==> src/rtl/keypad_scanner.sv <==
// 4x4 hex keypad scanner with debounce; accepted keys shift into an 8-digit display register.
// Latency: key_valid one clock after the scan end that completes DEBOUNCE_SCANS identical scans.
// Backpressure: none; strobes are fire-and-forget, digits update on the clock after key_valid.
module keypad_scanner #(
  parameter int SCAN_DIV       = 50000,
  parameter int DEBOUNCE_SCANS = 4
) (
  input  logic        clk,
  input  logic        reset,
  input  logic [3:0]  row,
  input  logic        clear,
  output logic [3:0]  col,
  output logic [3:0]  key_code,
  output logic        key_valid,
  output logic        key_down,
  output logic [31:0] digits,
  output logic [3:0]  digit_count
);

  localparam int DIV_W = $clog2(SCAN_DIV);
  localparam int CNT_W = $clog2(DEBOUNCE_SCANS + 1);
  localparam logic [DIV_W-1:0] DIV_LAST = DIV_W'(SCAN_DIV - 1);
  localparam logic [CNT_W-1:0] CNT_MAX  = CNT_W'(DEBOUNCE_SCANS);

  typedef enum logic {IDLE, HELD} state_t;

  state_t           state, state_nxt;
  logic [3:0]       row_meta, row_sync;
  logic [DIV_W-1:0] div_cnt;
  logic [1:0]       col_idx;
  logic             scan_hit, prev_hit;
  logic [3:0]       scan_code, prev_code;
  logic [CNT_W-1:0] stable_cnt, cnt_nxt;

  logic       sample, scan_end, col_hit, res_hit, same, stable_now;
  logic       accept, release_key;
  logic [1:0] first_row;
  logic [3:0] col_code, res_code;

  function automatic logic [3:0] key_map(input logic [1:0] r, input logic [1:0] c);
    logic [3:0] k;
    case ({r, c})
      4'h0: k = 4'h1;  4'h1: k = 4'h2;  4'h2: k = 4'h3;  4'h3: k = 4'hA;
      4'h4: k = 4'h4;  4'h5: k = 4'h5;  4'h6: k = 4'h6;  4'h7: k = 4'hB;
      4'h8: k = 4'h7;  4'h9: k = 4'h8;  4'hA: k = 4'h9;  4'hB: k = 4'hC;
      4'hC: k = 4'h0;  4'hD: k = 4'hF;  4'hE: k = 4'hE;  default: k = 4'hD;
    endcase
    return k;
  endfunction

  assign col = ~(4'b0001 << col_idx);

  always_comb begin
    first_row = 2'd0;
    for (int r = 3; r >= 0; r--) begin
      if (!row_sync[r]) first_row = 2'(r);
    end
  end

  assign sample   = (div_cnt == DIV_LAST);
  assign scan_end = sample && (col_idx == 2'd3);
  assign col_hit  = (row_sync != 4'hF);
  assign col_code = key_map(first_row, col_idx);
  // Earlier columns win, so a hit already latched this scan masks the current column.
  assign res_hit  = scan_hit | col_hit;
  assign res_code = scan_hit ? scan_code : (col_hit ? col_code : 4'h0);
  assign same     = (res_hit == prev_hit) && (!res_hit || res_code == prev_code);
  assign cnt_nxt  = !same ? CNT_W'(1) : (stable_cnt == CNT_MAX) ? CNT_MAX : stable_cnt + CNT_W'(1);
  assign stable_now = (cnt_nxt == CNT_MAX);

  always_comb begin
    state_nxt   = state;
    accept      = 1'b0;
    release_key = 1'b0;
    case (state)
      IDLE: if (scan_end && stable_now && res_hit) begin
        accept    = 1'b1;
        state_nxt = HELD;
      end
      HELD: if (scan_end && stable_now && !res_hit) begin
        release_key = 1'b1;
        state_nxt   = IDLE;
      end
      default: state_nxt = IDLE;
    endcase
  end

  always_ff @(posedge clk or negedge reset) begin
    if (!reset) state <= IDLE;
    else        state <= state_nxt;
  end

  always_ff @(posedge clk or negedge reset) begin
    if (!reset) begin
      row_meta <= 4'h0;
      row_sync <= 4'h0;
    end else begin
      row_meta <= row;
      row_sync <= row_meta;
    end
  end

  always_ff @(posedge clk or negedge reset) begin
    if (!reset) begin
      div_cnt <= '0;
      col_idx <= 2'd0;
    end else if (sample) begin
      div_cnt <= '0;
      col_idx <= col_idx + 2'd1;
    end else begin
      div_cnt <= div_cnt + DIV_W'(1);
    end
  end

  always_ff @(posedge clk or negedge reset) begin
    if (!reset) begin
      scan_hit   <= 1'b0;
      scan_code  <= 4'h0;
      prev_hit   <= 1'b0;
      prev_code  <= 4'h0;
      stable_cnt <= '0;
    end else if (scan_end) begin
      scan_hit   <= 1'b0;
      scan_code  <= 4'h0;
      prev_hit   <= res_hit;
      prev_code  <= res_code;
      stable_cnt <= cnt_nxt;
    end else if (sample && col_hit && !scan_hit) begin
      scan_hit  <= 1'b1;
      scan_code <= col_code;
    end
  end

  always_ff @(posedge clk or negedge reset) begin
    if (!reset) begin
      key_valid <= 1'b0;
      key_code  <= 4'h0;
      key_down  <= 1'b0;
    end else begin
      key_valid <= accept;
      if (accept) begin
        key_code <= res_code;
        key_down <= 1'b1;
      end else if (release_key) begin
        key_down <= 1'b0;
      end
    end
  end

  // Clear takes priority but a coincident strobe still lands as the first digit.
  always_ff @(posedge clk or negedge reset) begin
    if (!reset) begin
      digits      <= 32'h0;
      digit_count <= 4'd0;
    end else if (clear && key_valid) begin
      digits      <= {28'h0, key_code};
      digit_count <= 4'd1;
    end else if (clear) begin
      digits      <= 32'h0;
      digit_count <= 4'd0;
    end else if (key_valid) begin
      digits      <= {digits[27:0], key_code};
      digit_count <= (digit_count == 4'd8) ? 4'd8 : digit_count + 4'd1;
    end
  end

endmodule

==> config.mk <==
export PLATFORM = sky130hd
export DESIGN_NAME = keypad_scanner
export DESIGN_NICKNAME = d
export VERILOG_FILES = /design/src/rtl/keypad_scanner.sv
export SDC_FILE = /design/constraint.sdc
export NUM_CORES = 1
export LEC_CHECK = 0
export CORE_AREA = 2 2 92 94
export CTS_BUF_LIST = sky130_fd_sc_hd__clkbuf_2
export DETAILED_ROUTE_END_ITERATION = 8
export DIE_AREA = 0 0 94 96
export HOLD_SLACK_MARGIN = 0.02
export PLACE_DENSITY = 0.73
export SKIP_LAST_GASP = 1
export SYNTH_ARGS = -nofsm -noshare
export SYNTH_HDL_FRONTEND = slang
export SYNTH_SLANG_ARGS = --single-unit
==> constraint.sdc <==
create_clock -name clk -period 2.5 [get_ports clk]
set_input_delay 0.25 -clock clk [delete_from_list [all_inputs] [get_ports clk]]
set_output_delay 0.25 -clock clk [all_outputs]
set_load 0.01 [all_outputs]
==> results of run 1 <==
-- power breakdown --
group	leakage, nW	internal, mW	switching, mW
Sequential	1.11	1.34	0.00896
Combinational	0.887	0.0258	0.0528
Clock	0.0620	0.227	0.463
Total	2.06	1.59	0.525
-- registers in the layout, summed over array words and instances, names as in the netlist, named ones only --
signal,count
row_sync,4
key_code,4
digits,32
key_valid,1
prev_hit,1
div_cnt,16
digit_count,4
col_idx,2
scan_hit,1
prev_code,4
row_meta,4
stable_cnt,3
key_down,1
scan_code,4
-- area by class of cell --
class / count / share of cell area
Tap cell: 105 / 0.02715
Inverter: 18 / 0.01396
Clock buffer: 9 / 0.009307
Sequential cell: 82 / 0.4243
Timing Repair Buffer: 67 / 0.1313
Clock inverter: 6 / 0.01370
Multi-Input combinational cell: 258 / 0.3803
-- synthesized netlist by cell type, types with 4 or more instances --
cell type,number,area (µm²)
nand2_1,28,105.1
nor2_1,52,195.2
dfrtp_1,82,2052
clkbuf_1,12,45.04
mux2i_1,33,330.3
xor2_1,11,96.34
nand2b_1,7,43.79
nand3_1,8,40.04
nor3_1,4,20.02
a21oi_1,9,45.04
inv_1,18,67.56
o21ai_0,18,90.09
xnor2_1,8,70.07
ha_1,11,137.6
mux2_2,4,45.04
-- what timing repair did --
action	4_1_cts	5_1_grt
resized for setup	1	6
pin swaps	1	1
setup endpoints to repair	3	8
endpoints found under the hold margin	61	0
buffers inserted	0	1
hold buffers	1	0
-- worst min-delay path by stage --
stage,end,slack (ps),from
3_5_place_dp,row_sync[1],330,row_meta[1]
5_1_grt,row_meta[2],130,row[2]
4_1_cts,row_meta[1],140,row[1]
6_report,row_meta[1],170,row[1]
3_3_place_gp,row_sync[3],330,row_meta[3]
2_1_floorplan,async pin,-50,reset
-- metal layers --
layer	routed length, µm	part of all wire	GRT usage
met3	307	0.039	0.03367
met1	3711	0.47	0.2545
met4	159	0.020	0.08213
met2	3734	0.47	0.3030
met5	0	0	0
-- cell families (layout without fill, tap and decap cells) --
group                      Yosys count  count (layout)  share of synthesized area
xor gates and xnor gates            19              19                    0.04116
and+or+nand+nor                    132             132                     0.1730
DFF                                 82              82                     0.5076
adders and majority gates           11              11                    0.03404
buffers and inverters               37             100                    0.04364
AOI/OAI and AO/OA                   59              59                     0.1077
muxes                               37              37                    0.09285
==> metrics.txt, run 1 <==
Leakage 2.060 nW; Crit path required time 2950 ps; CP Cell Sequence ha_1 > nor2b_1 > o21ai_0 > a2111oi_4 > nand3_2 > nor4_4 > mux2_2; critical path depth 7; Register Area 0.002053 mm²; Max Fclk 415.1 MHz; final hold slack 167.0 ps; Placed Cells ~530; gpl congestion 0.8779; n_diodes 0; synth warn 0; Core ar. just over 0.008 mm²; CP peak stage delay 490 ps; relative slew slack 0.4864; total detailed-routing wirelength 7912 µm; post-synthesis sequential area ratio 0.5076; area occupied by multi-input gates 0.001841 mm²; largest net degree at the start of global routing 64; FF+latch count, synth 82; Max Slew Vio Count 0; worst vdd ir roughly 230 µV; worst setup margin 91.02 ps; number of synthesized flops with an enable pin 0; Ports 53; Clk Latency, worst-skew pair between 500 and 600 ps; fill cell count 712; Root Buffer clkbuf_2; Synth Instances 377; CP max FO 6; vias in the first global route 2830; first-pass GRT wire length around 13000 µm; DRC errors left 0; Worst-path clk slew 250 ps; FF-to-FF setup slack 90 ps; Final Cell Area 0.004840 mm²; fraction of layout instances using a drive strength above 1 0.1409; row count 33; Setup crit start stable_cnt[0]; die footprint 0.009024 mm²; Global Route Usage Sum 0.1891; reg2reg start stable_cnt[0]; P&R area growth vs syn 19.72%; Sink Count 82; Port Buffers 52; Worst Setup Start Kind register; most frequent cells in the layout 81 x dfrtp_1, 52 x nor2_1, 50 x clkdlybuf4s50_1; post-synth net total ~400; post-route ant nets 0; family with the most delay on the worst path simple AND/OR/NAND/NOR gates; status complete, no violations; drt via density 5.444; Tmin final 2409 ps; total CTS buffers 9; Tot Pwr 2.113 mW; Tcrit/Tclk final 0.9636; Worst Tran Pin Value 770.5 ps; Die X between 90 and 100 µm; Cells on Worst Hold Path 1; CTS max path bufs 2; mapped cell area roughly 0.004 mm²; Crit path arrival time 2850 ps; Layout Nets 454; CTS H-Tree Depth 3; wire length per cell about 15 µm; FF-to-FF End key_code[2]; Starting Density 0.5021; Hold Path Class input pin to register; post-synthesis cell type count 64; MaxCap Viol Count 0; power per cell area 436.5 mW/mm²; asr flop ratio synth 1.000; CP Buf/Inv Count 0; leading cell type in the layout, fill and taps excluded dfrtp_1; critical path type register to register; area post-placement 0.004682 mm²; via count 2967; RSZ-0062 raised after global routing yes; CP endpoint key_code[2]; Initial DRC Count 82; Main synth FF type dfrtp_1; fin util 0.6011; Layout Cells excl Fill 545; Die H 96 µm; CTS tree yes; Worst setup EP type register; antenna violations before repair 0; CP max stage cell dfrtp_1; Initial DRT Pass Iterations 4; Final Hold Vio Count 0; Syn Area/Cell between 10 and 15 µm²; Worst R2R Path Depth 7; HPWL Detailed around 5700 µm; clock skew about 44 ps; setup_tns 0 ps; dpl ws 1.906 ps; final setup violation count 0; GRT overflow 0
Note: power is estimated with default switching activity, not from simulation.
==> inputs of run 2 (changes only) <==
Settings changed: RECOVER_POWER set to 100, SLEW_MARGIN set to 20.
==> metrics.txt, run 2 (synthesized netlist as in run 1, its figures left out) <==
status complete, no violations; most frequent cells in the layout 81 x dfrtp_1, 52 x nor2_1, 50 x dlygate4sd3_1; fraction of layout instances using a drive strength above 1 0.1341; Core ar. between 0.008 and 0.009 mm²; die footprint 0.009024 mm²; worst setup margin 92.21 ps; Leakage 2.202 nW; Final Hold Vio Count 0; first-pass GRT wire length 13380 µm; critical path type register to register; RSZ-0062 raised after global routing yes; Starting Density 0.5021; worst vdd ir 230.8 µV; max reg flops 32; area post-placement around 0.0047 mm²; most used routing layer met2; CP peak stage delay roughly 500 ps; Max Slew Vio Count 0; relative slew slack 0.009855; CP Buf/Inv Count 0; largest net degree at the start of global routing 64; Die X 94 µm; dpl ws around 1.9 ps; MaxCap Viol Count 0; clock skew 44.01 ps; CP Cell Sequence ha_1 > nor2b_1 > o21ai_0 > a2111oi_4 > nand3_2 > nor4_4 > mux2_2; Initial DRT Pass Iterations 4; CTS tree yes; M2 GR Usage 0.3030; Layout Nets 454; family with the most delay on the worst path simple AND/OR/NAND/NOR gates; Tcrit/Tclk final 0.9631; antenna violations before repair 0; leading cell type in the layout, fill and taps excluded dfrtp_1; Worst Setup Start Kind register; Max Fclk 415.3 MHz; total detailed-routing wirelength a little under 8000 µm; Root Buffer clkbuf_2; Worst setup EP type register; n_diodes 0; Initial DRC Count 70; Worst-path clk slew between 200 and 300 ps; total CTS buffers 9; power per cell area 437.3 mW/mm²; Port Buffers 52; Crit path arrival time roughly 2900 ps; drt via density 5.400; Net Sw Frac 0.2482; Die H 96 µm; Hold Path Class input pin to register; final setup violation count 0; NetSw 0.5233 mW; Global Route Usage Sum 0.1891; Crit path required time 2950 ps; GRT overflow 0; Clock power frac 0.327; via count 2943; CTS H-Tree Depth 3; wire length per cell 14.42 µm; Regs by FF count digits x32, div_cnt x16; sequential share of power 0.638; Tmin final 2408 ps; vias in the first global route 2830; Ports 53; row count 33; DRC errors left 0; M3 GR Usage 0.03367; gpl congestion 0.8779; Internal 1.585 mW; P&R area growth vs syn 19.25%; post-route ant nets 0; CP max stage cell dfrtp_1; most flop-heavy register digits; HPWL Detailed 5727 µm; met1 usage 0.2545; CTS max path bufs 2; CP max FO 6; fin util 0.5988; Worst Tran Pin Value 1485 ps; Comb power frac 0.036; Final Cell Area ~0.0048 mm²; Clk Latency, worst-skew pair 530 ps; Sink Count 82
-- run 2: worst register-to-register path, stage by stage (launching register included) --
cell       delay, ps
dfrtp_1          490
ha_1             260
nor2b_1          130
o21ai_0          160
a2111oi_4        400
nand3_2          140
nor4_4           360
mux2_2           380
-- run 2: metrics by stage --
step	setup TNS (ps)	power (mW)	hold slack (ps)	instances
after detailed placement	0	1.445	334.7	528
final	0	2.108	294.4	545
after global routing	-4.734	2.205	255.2	545
after floorplan	0	1.398	-45.59	377
after global placement	0	1.443	332.1	528
after CTS	0	2.140	137.8	544
-- run 2: per-layer routing --
metal / wire [µm] / part of all wire
met1: 3601 / 0.46
met2: 3788 / 0.48
met3: 309 / 0.039
met4: 159 / 0.020
met5: 0 / 0
-- run 2: power by group through the flow --
| stage | logic, mW | clock network (mW) | registers, mW |
|---|---|---|---|
| after floorplan | 0.0380 | 0 | 1.36 |
| after global placement | 0.0770 | 0 | 1.37 |
| after detailed placement | 0.0781 | 0 | 1.37 |
| after CTS | 0.0800 | 0.716 | 1.34 |
| after global routing | 0.0870 | 0.771 | 1.35 |
| final | 0.0755 | 0.689 | 1.34 |
-- run 2: final cells by class --
| cell class | count | area (µm²) |
|---|---|---|
| clock inverters | 6 | 66.31 |
| well taps | 105 | 131.4 |
| inverters | 18 | 67.56 |
| fillers | 717 | 3231 |
| repair buffers | 67 | 618.1 |
| clock buffers | 9 | 45.04 |
| flip-flops and latches | 82 | 2053 |
| multi-input cells | 258 | 1839 |
-- run 2: path summary, 6_finish.rpt --
kind,endpoint,slack (ps),startpoint,cells past startpoint
min in group asynchronous,digit_count[3],600,reset,2
min reg2reg,row_sync[0],370,row_meta[0],0
max,key_code[2],90,stable_cnt[0],7
min,row_meta[1],290,row[1],1
max reg2reg,key_code[2],90,stable_cnt[0],7
max in group asynchronous,row_meta[0],750,reset,3
-- run 2: what timing repair did --
action | 4_1_cts | 5_1_grt
buffers inserted | 0 | 1
endpoints found under the setup margin | 3 | 8
hold buffers | 1 | 0
pin swaps | 1 | 1
hold endpoints to repair | 61 | 0
gates resized for setup | 1 | 6
==> inputs of run 3 (changes only) <==
Settings changed: GPL_ROUTABILITY_DRIVEN set to 0.
==> results of run 3 <==
Same layout as run 2: the final DEF is identical, and so are final timing and power.
